<file path="config.mk">
export PLATFORM = sky130hd
export DESIGN_NAME = dec_scan_enable
export DESIGN_NICKNAME = d
export VERILOG_FILES = /design/src/rtl/dec_scan_enable.sv
export SDC_FILE = /design/constraint.sdc
export NUM_CORES = 1
export LEC_CHECK = 0
export ABC_AREA = 0
export CELL_PAD_IN_SITES_DETAIL_PLACEMENT = 1
export CELL_PAD_IN_SITES_GLOBAL_PLACEMENT = 1
export CORE_MARGIN = 2
export CORE_UTILIZATION = 33
export DETAILED_ROUTE_END_ITERATION = 8
export PLACE_DENSITY_LB_ADDON = 0.2
export SLEW_MARGIN = 0
export SYNTH_ARGS = -nofsm -noshare
export SYNTH_HDL_FRONTEND = slang
export SYNTH_SLANG_ARGS = --single-unit
</file>
<file path="constraint.sdc">
create_clock -name clk -period 1.59 [get_ports clk]
set_input_delay 0.477 -clock clk [delete_from_list [all_inputs] [get_ports clk]]
set_output_delay 0.477 -clock clk [all_outputs]
set_load 0.005 [all_outputs]
</file>
<file path="src/rtl/dec_scan_enable.sv">
// Registered one-hot decoder with enable: direct N-to-2**N decode of 'in', or an
// auto-scan that rotates the active slot, dwelling DWELL clocks on each one.
module dec_scan_enable #(
    parameter int n     = 2,
    parameter int DWELL = 4
) (
    input  logic            clk,
    input  logic            rst_n,
    input  logic            enable,
    input  logic            mode,
    input  logic [n-1:0]    in,
    output logic [2**n-1:0] d,
    output logic [n-1:0]    idx,
    output logic            wrap
);

    localparam int                 D_W     = 2**n;
    localparam int                 CNT_W   = (DWELL > 1) ? $clog2(DWELL) : 1;
    localparam logic [CNT_W-1:0]   CNT_MAX = CNT_W'(DWELL - 1);
    localparam logic [n-1:0]       IDX_MAX = '1;

    logic [CNT_W-1:0] cnt;
    logic [CNT_W-1:0] cnt_nxt;
    logic [n-1:0]     idx_nxt;
    logic             wrap_nxt;
    logic [D_W-1:0]   d_nxt;

    // Next-state: direct mode reloads idx from 'in' regardless of enable, scan
    // mode only moves while enabled so a disabled scan resumes where it paused.
    always_comb begin
        idx_nxt  = idx;
        cnt_nxt  = cnt;
        wrap_nxt = 1'b0;
        if (!mode) begin
            idx_nxt = in;
            cnt_nxt = '0;
        end else if (enable) begin
            if (cnt == CNT_MAX) begin
                cnt_nxt  = '0;
                idx_nxt  = idx + 1'b1;
                wrap_nxt = (idx == IDX_MAX);
            end else begin
                cnt_nxt = cnt + 1'b1;
            end
        end
        d_nxt = enable ? (D_W'(1) << idx_nxt) : '0;
    end

    // Output register stage: every output comes straight from a flop.
    always_ff @(posedge clk or negedge rst_n) begin
        if (!rst_n) begin
            d    <= '0;
            idx  <= '0;
            wrap <= 1'b0;
            cnt  <= '0;
        end else begin
            d    <= d_nxt;
            idx  <= idx_nxt;
            wrap <= wrap_nxt;
            cnt  <= cnt_nxt;
        end
    end

endmodule
</file>
==> metrics.md <==
| Metric | Value |
|---|---|
| Max-slew headroom | 0.716 |
| Slowest cell on crit path | dfrtp_1 |
| Worst-Skew Late Latency | 0.27 ns |
| Maximum fanout along the worst path | 4 |
| Syn_area_per_cell | 11.9 µm² |
| Period utilisation layout | 0.928 |
| Maximum root-to-sink buffer count | 2 |
| Fillers | 135 |
| Final setup fails | 0 |
| LEAKAGE | 0.000388 µW |
| Synth cell types | 17 |
| Drc violations | 0 |
| Critical path depth | 5 |
| Gr ovfl total | 0 |
| Setup crit end kind | flop |
| Layout area overhead | 43.4% |
| DP HPWL | 773 µm |
| Initial antenna violation count | 0 |
| CTS buffer count | 3 |
| Post-layout util | 0.505 |
| Gr usage total | 0.162 |
| Routed length per instance | 14.3 µm |
| DRT iter0 DRCs | 1 |
| Drt total wl | 1030 µm |
| Register area share after synthesis | 0.497 |
| Input/output buffers | 12 |
| Synthesized cell area | 453 µm² |
| CP required | 1.77 ns |
| DRT antenna net count | 0 |
| Largest net degree at the start of global routing | 10 |
| Post-Syn Nets | 47 |
| Final Total Pwr | 554 µW |
| Worst r2r path cells | 5 |
| Startpoint types | flop |
| Number of I/O pins | 13 |
| Core footprint | 1280 µm² |
| WP data arrival | 1.65 ns |
| Post-Syn Instances | 38 |
| Crit-path leading delay family | flip-flops |
| Ranking of synthesized cells by area | dfrtp_1, mux2i_1, ha_1 |
| Synth Warn # | 0 |
| Critical path class | reg -> reg |
| Number of global-route vias before repair | 375 |
| Die width | 41.0 µm |
| Post-synth EDFFs | 0 |
| Initial core utilization | 0.352 |
| Vias | 355 |
| Top-area cell type share of the netlist area | 0.497 |
| Unrepaired setup endpoints after global routing | false |
| Max VDD drop | 0.399 mV |
| Design area | 649 µm² |
| Number of H-tree levels | 1 |
| Most numerous cell in the Yosys netlist | dfrtp_1 |
| # clock sinks | 9 |
| CTS Hold Bufs | 0 |
| Final Hold Vio Count | 0 |
| Post-DP Area | 598 µm² |
| Worst-Margin Slew | 0.425 ns |
| Synth Flop Type | dfrtp_1 |
| Fmax achieved | 678 MHz |
| Root Buffer | clkbuf_4 |
| Drt via density | 4.93 |
| Run status | finished clean |
| Buf+Inv Stages, Crit Path | 1 |
| Async SR Flop Fraction | 1.00 |
| Max Transition Viols Final | 0 |
| Std cell rows | 13 |
| Die area | 1680 µm² |
| Fin nets | 67 |
| Gpl congestion | 0.729 |
| Reg clk slew, reported paths | 0.06 ns |
| Synth area leader | dfrtp_1 |
| Drt pass-1 iters | 2 |
| Die Y-Extent | 41.0 µm |
| Ratio of cells with drive above 1 in the final layout | 0.175 |
| Post-layout min period | 1.48 ns |
| HP Class | in -> async |
| Wire length of the first global-routing pass | 1630 µm |
| FF+latch count, synth | 9 |
| Crit-path cells | buf_4, ha_1, mux2i_1, a21oi_1, nor3b_1 |
| P per Cell Area | 853 nW/µm² |
| Clk_skew | 0.00359 ns |
| Slowest stage delay, CP | 0.39 ns |
| ANT cells | 0 |
| CTS tree | done |
| # Max-Cap Violations | 0 |
| Most frequent cells after synthesis | dfrtp_1, mux2i_1, nor2_1 |
## power breakdown
group | internal [µW] | switching, µW | leakage, µW
combinational | 64.3 | 52.3 | 0.000257
sequential | 244 | 8.64 | 0.000117
clock | 97.2 | 87.5 | 0.0000150
## sequential cells by signal, indices dropped and copies added, names as in the netlist
name	cells
wrap	1
d	4
cnt	2
idx	2
## per-layer routing
metal / vias up / wire length (µm) / global-route usage
met5: - / 0 / 0
met4: 0 / 29 / 0.125
met3: 3 / 71 / 0.0652
met2: 14 / 534 / 0.262
met1: 171 / 393 / 0.163
li1: 167 / - / -
## cells by family (layout without fill, tap and decap cells)
| group | Yosys count | count (layout) | share of synthesized area |
|---|---|---|---|
| AOI/OAI and AO/OA | 6 | 6 | 0.119 |
| xor gates and xnor gates | 1 | 1 | 0.0193 |
| adders and majority gates | 3 | 3 | 0.0829 |
| buffers and inverters | 2 | 21 | 0.0359 |
| DFF | 9 | 9 | 0.497 |
| muxes | 4 | 4 | 0.0884 |
| and+or+nand+nor | 13 | 13 | 0.157 |
## final cells by class
type / instances / area, µm² / area share
clock buffers: 4 / 26.3 / 0.0405
repair buffers: 17 / 168 / 0.258
multi-input cells: 27 / 211 / 0.326
flip-flops and latches: 9 / 225 / 0.347
well taps: 15 / 18.8 / 0.0289
## metrics by stage
| step | TNS (ns) | hold slack [ns] | cells | setup slack, ns |
|---|---|---|---|---|
| after floorplan | 0 | 0.181 | 38 | 0.328 |
| final | 0 | 0.508 | 72 | 0.115 |
| after detailed placement | -0.179 | 0.598 | 66 | -0.0697 |
| after CTS | 0 | 0.518 | 72 | 0.0145 |
| after global routing | 0 | 0.530 | 72 | 0.0162 |
| after global placement | -0.0373 | 0.574 | 66 | -0.0237 |
## what timing repair did
| item | CTS | global route |
|---|---|---|
| gates resized for setup | 2 | 5 |
| buffers inserted | 2 | 0 |
| endpoints found under the hold margin | 0 | 0 |
| endpoints found under the setup margin | 2 | 5 |
## placed cells by master, fill, tap and decap left out
master,n
nor3b_1,2
a31oi_4,1
nand2_1,2
clkdlybuf4s50_1,5
and3_2,1
dfrtp_1,9
dlygate4sd2_1,2
ha_1,3
and3_1,1
clkbuf_4,3
clkbuf_1,1
xnor2_1,1
a21bo_1,1
buf_4,5
a21o_1,1
nor2_1,4
mux2i_1,4
nand3b_1,1
a21oi_1,3
dlymetal6s2s_1,5
nor2b_1,2
## worst paths after layout
| path | start | end | slack, ns |
|---|---|---|---|
| setup / recovery | idx[0]$_DFF_PN0_ | d[0]$_DFF_PN0_ | 0.11 |
| hold / removal | rst_n | wrap$_DFF_PN0_ | 0.51 |
| setup reg to reg | idx[0]$_DFF_PN0_ | d[0]$_DFF_PN0_ | 0.11 |
| hold reg to reg | cnt[1]$_DFFE_PN0P_ | cnt[1]$_DFFE_PN0P_ | 0.62 |
| max in group asynchronous | rst_n | idx[0]$_DFF_PN0_ | 0.78 |
| min in group clk | cnt[1]$_DFFE_PN0P_ | cnt[1]$_DFFE_PN0P_ | 0.62 |
(Power assumes the default switching activity.)
==> variant: new RTL, same flow settings <==
Set the parameter `n` to 3 (it was 2).
--- a/src/rtl/dec_scan_enable.sv
+++ b/src/rtl/dec_scan_enable.sv
@@ -3,3 +3,3 @@
 module dec_scan_enable #(
-    parameter int n     = 2,
+    parameter int n     = 3,
     parameter int DWELL = 4
Ports: changed (resized d, idx and in); port bits go from 13 to 19. The function was not compared with the original's and may differ.
==> variant against the unedited design <==
  * Wire length is 64% higher
  * Maximum frequency is 6.5% lower
  * Worst setup slack worse by 0.10 ns
  * Global-route usage is 0.44 points lower
  * Power is 57% higher
  * Cell area is 65% higher
  * Synthesized area is 56% higher
  * Sequential cell count is 5 higher
  * Largest cell class is now multi-input combinational cells
==> variant: results (changes against the unedited design) <==
The run finished with clean final reports. The inverter count of the layout excluding clock inverters is 1 (+1). The tightest slew margin relative to the limit is 0.718 (+0.00264). The number of tap cells added at floorplan is 27 (+12). The instance count after placement with tap cells included came out at 110 (+67%). The worst register-to-register path ends at d[6]$_DFF_PN0_. The average instance area after synthesis is 11.8 um^2 (-0.98%). The clock network power consumption came out at 0.265 mW (+43%).

The proportion of synthesized area in mux cells is 0.0424 (-0.0460). The post-synthesis sequential area ratio came out at 0.495 (-0.00254). The per-cell via count in the routed design came out at 4.91 (-0.48%). The total nets after synthesis is 71 (+51%). The count of plain and timing-repair buffers is 29 (+12). The fraction of area in non-clock buffers is 0.242 (-0.0164). The final cell count without fillers came to 118 (+64%). The sequential share of cell area was 0.327 (-0.0197).

Counting instances in the post-synthesis netlist gives the leading cell types as dfrtp_1 (14), a21oi_1 (5), ha_1 (4). The internal power came out at 0.635 mW (+56%). The standard cell area after detailed placement came out at 968 um^2 (+62%). Sorting the synthesized cells by area gives the leading types as dfrtp_1 (49%), ha_1 (7.1%), nor3b_2 (5.3%). The post-detailed-route wirelength per cell came out at 14.3 um (-0.20%). The power of the sequential group came out at 0.387 mW (+53%). The switching power share of the total came out at 0.271 (+0.00292). The pin count of the biggest net entering global routing came out at 17 (+7). The detailed-placement wirelength estimate came to 1190 um (+54%). The clock-pin slew reported for the worst setup and hold paths after clock tree synthesis is 0.09 ns (+0.03 ns). The overall routing resource usage came out at 0.157 (-0.00438). The pre-CTS setup slack is -0.351 ns (-0.282 ns). The clock distribution area overhead in the final layout came to 0.0339 (-0.00658). The number of detailed-routing iterations run before antenna repair is 3 (+1).

The final worst setup slack came out at 0.0121 ns (-0.103 ns). The reg-to-reg setup timing slack is 0.04 ns (-0.07 ns). The number of I/O port buffers came out at 18 (+6). The final-layout worst hold slack is 0.483 ns (-0.0246 ns). The number of nets at the end of the flow is 103 (+54%). The met2 track demand over resource is 0.228 (-0.0336). In the final layout, the registers with the most flip-flops are d x8, idx x3, cnt x2. The depth of the most critical reg-to-reg path is 6 (+1).

The number of fillers in the final layout was 231 (+71%). The met3 capacity usage during global routing was 0.0417 (-0.0236). The area taken by multi-input logic gates is 388 um^2 (+83%).
-- variant: cell types whose count changed after synthesis, moves of 2 or more --
cell | unedited run | this run
a21oi_1 | 3 | 5
dfrtp_1 | 9 | 14
nor3_1 | 0 | 2
nor3b_2 | 0 | 3
-- variant: worst max-delay path, cell delays in order, from the launching register on --
cell,delay (ns)
dfrtp_1,0.40
buf_4,0.15
dlygate4sd2_1,0.26
-- variant: worst max-delay path by stage --
stage / startpoint / end / cells after the start
global placement: enable / d[4]$_DFF_PN0_ / 4
global route: idx[0]$_DFF_PN0_ / d[7]$_DFF_PN0_ / 6
CTS: idx[0]$_DFF_PN0_ / idx[0] / 2
floorplan: idx[0]$_DFF_PN0_ / d[1]$_DFF_PN0_ / 5
finish: idx[0]$_DFF_PN0_ / idx[0] / 2
detailed placement: enable / d[3]$_DFF_PN0_ / 4
-- variant: timing repair --
action / in CTS / in global routing
pin swaps: 4 / 7
setup buffers: 3 / 1
hold buffers: 0 / 0
resized for setup: 19 / 1
endpoints found under the setup margin: 19 / 7
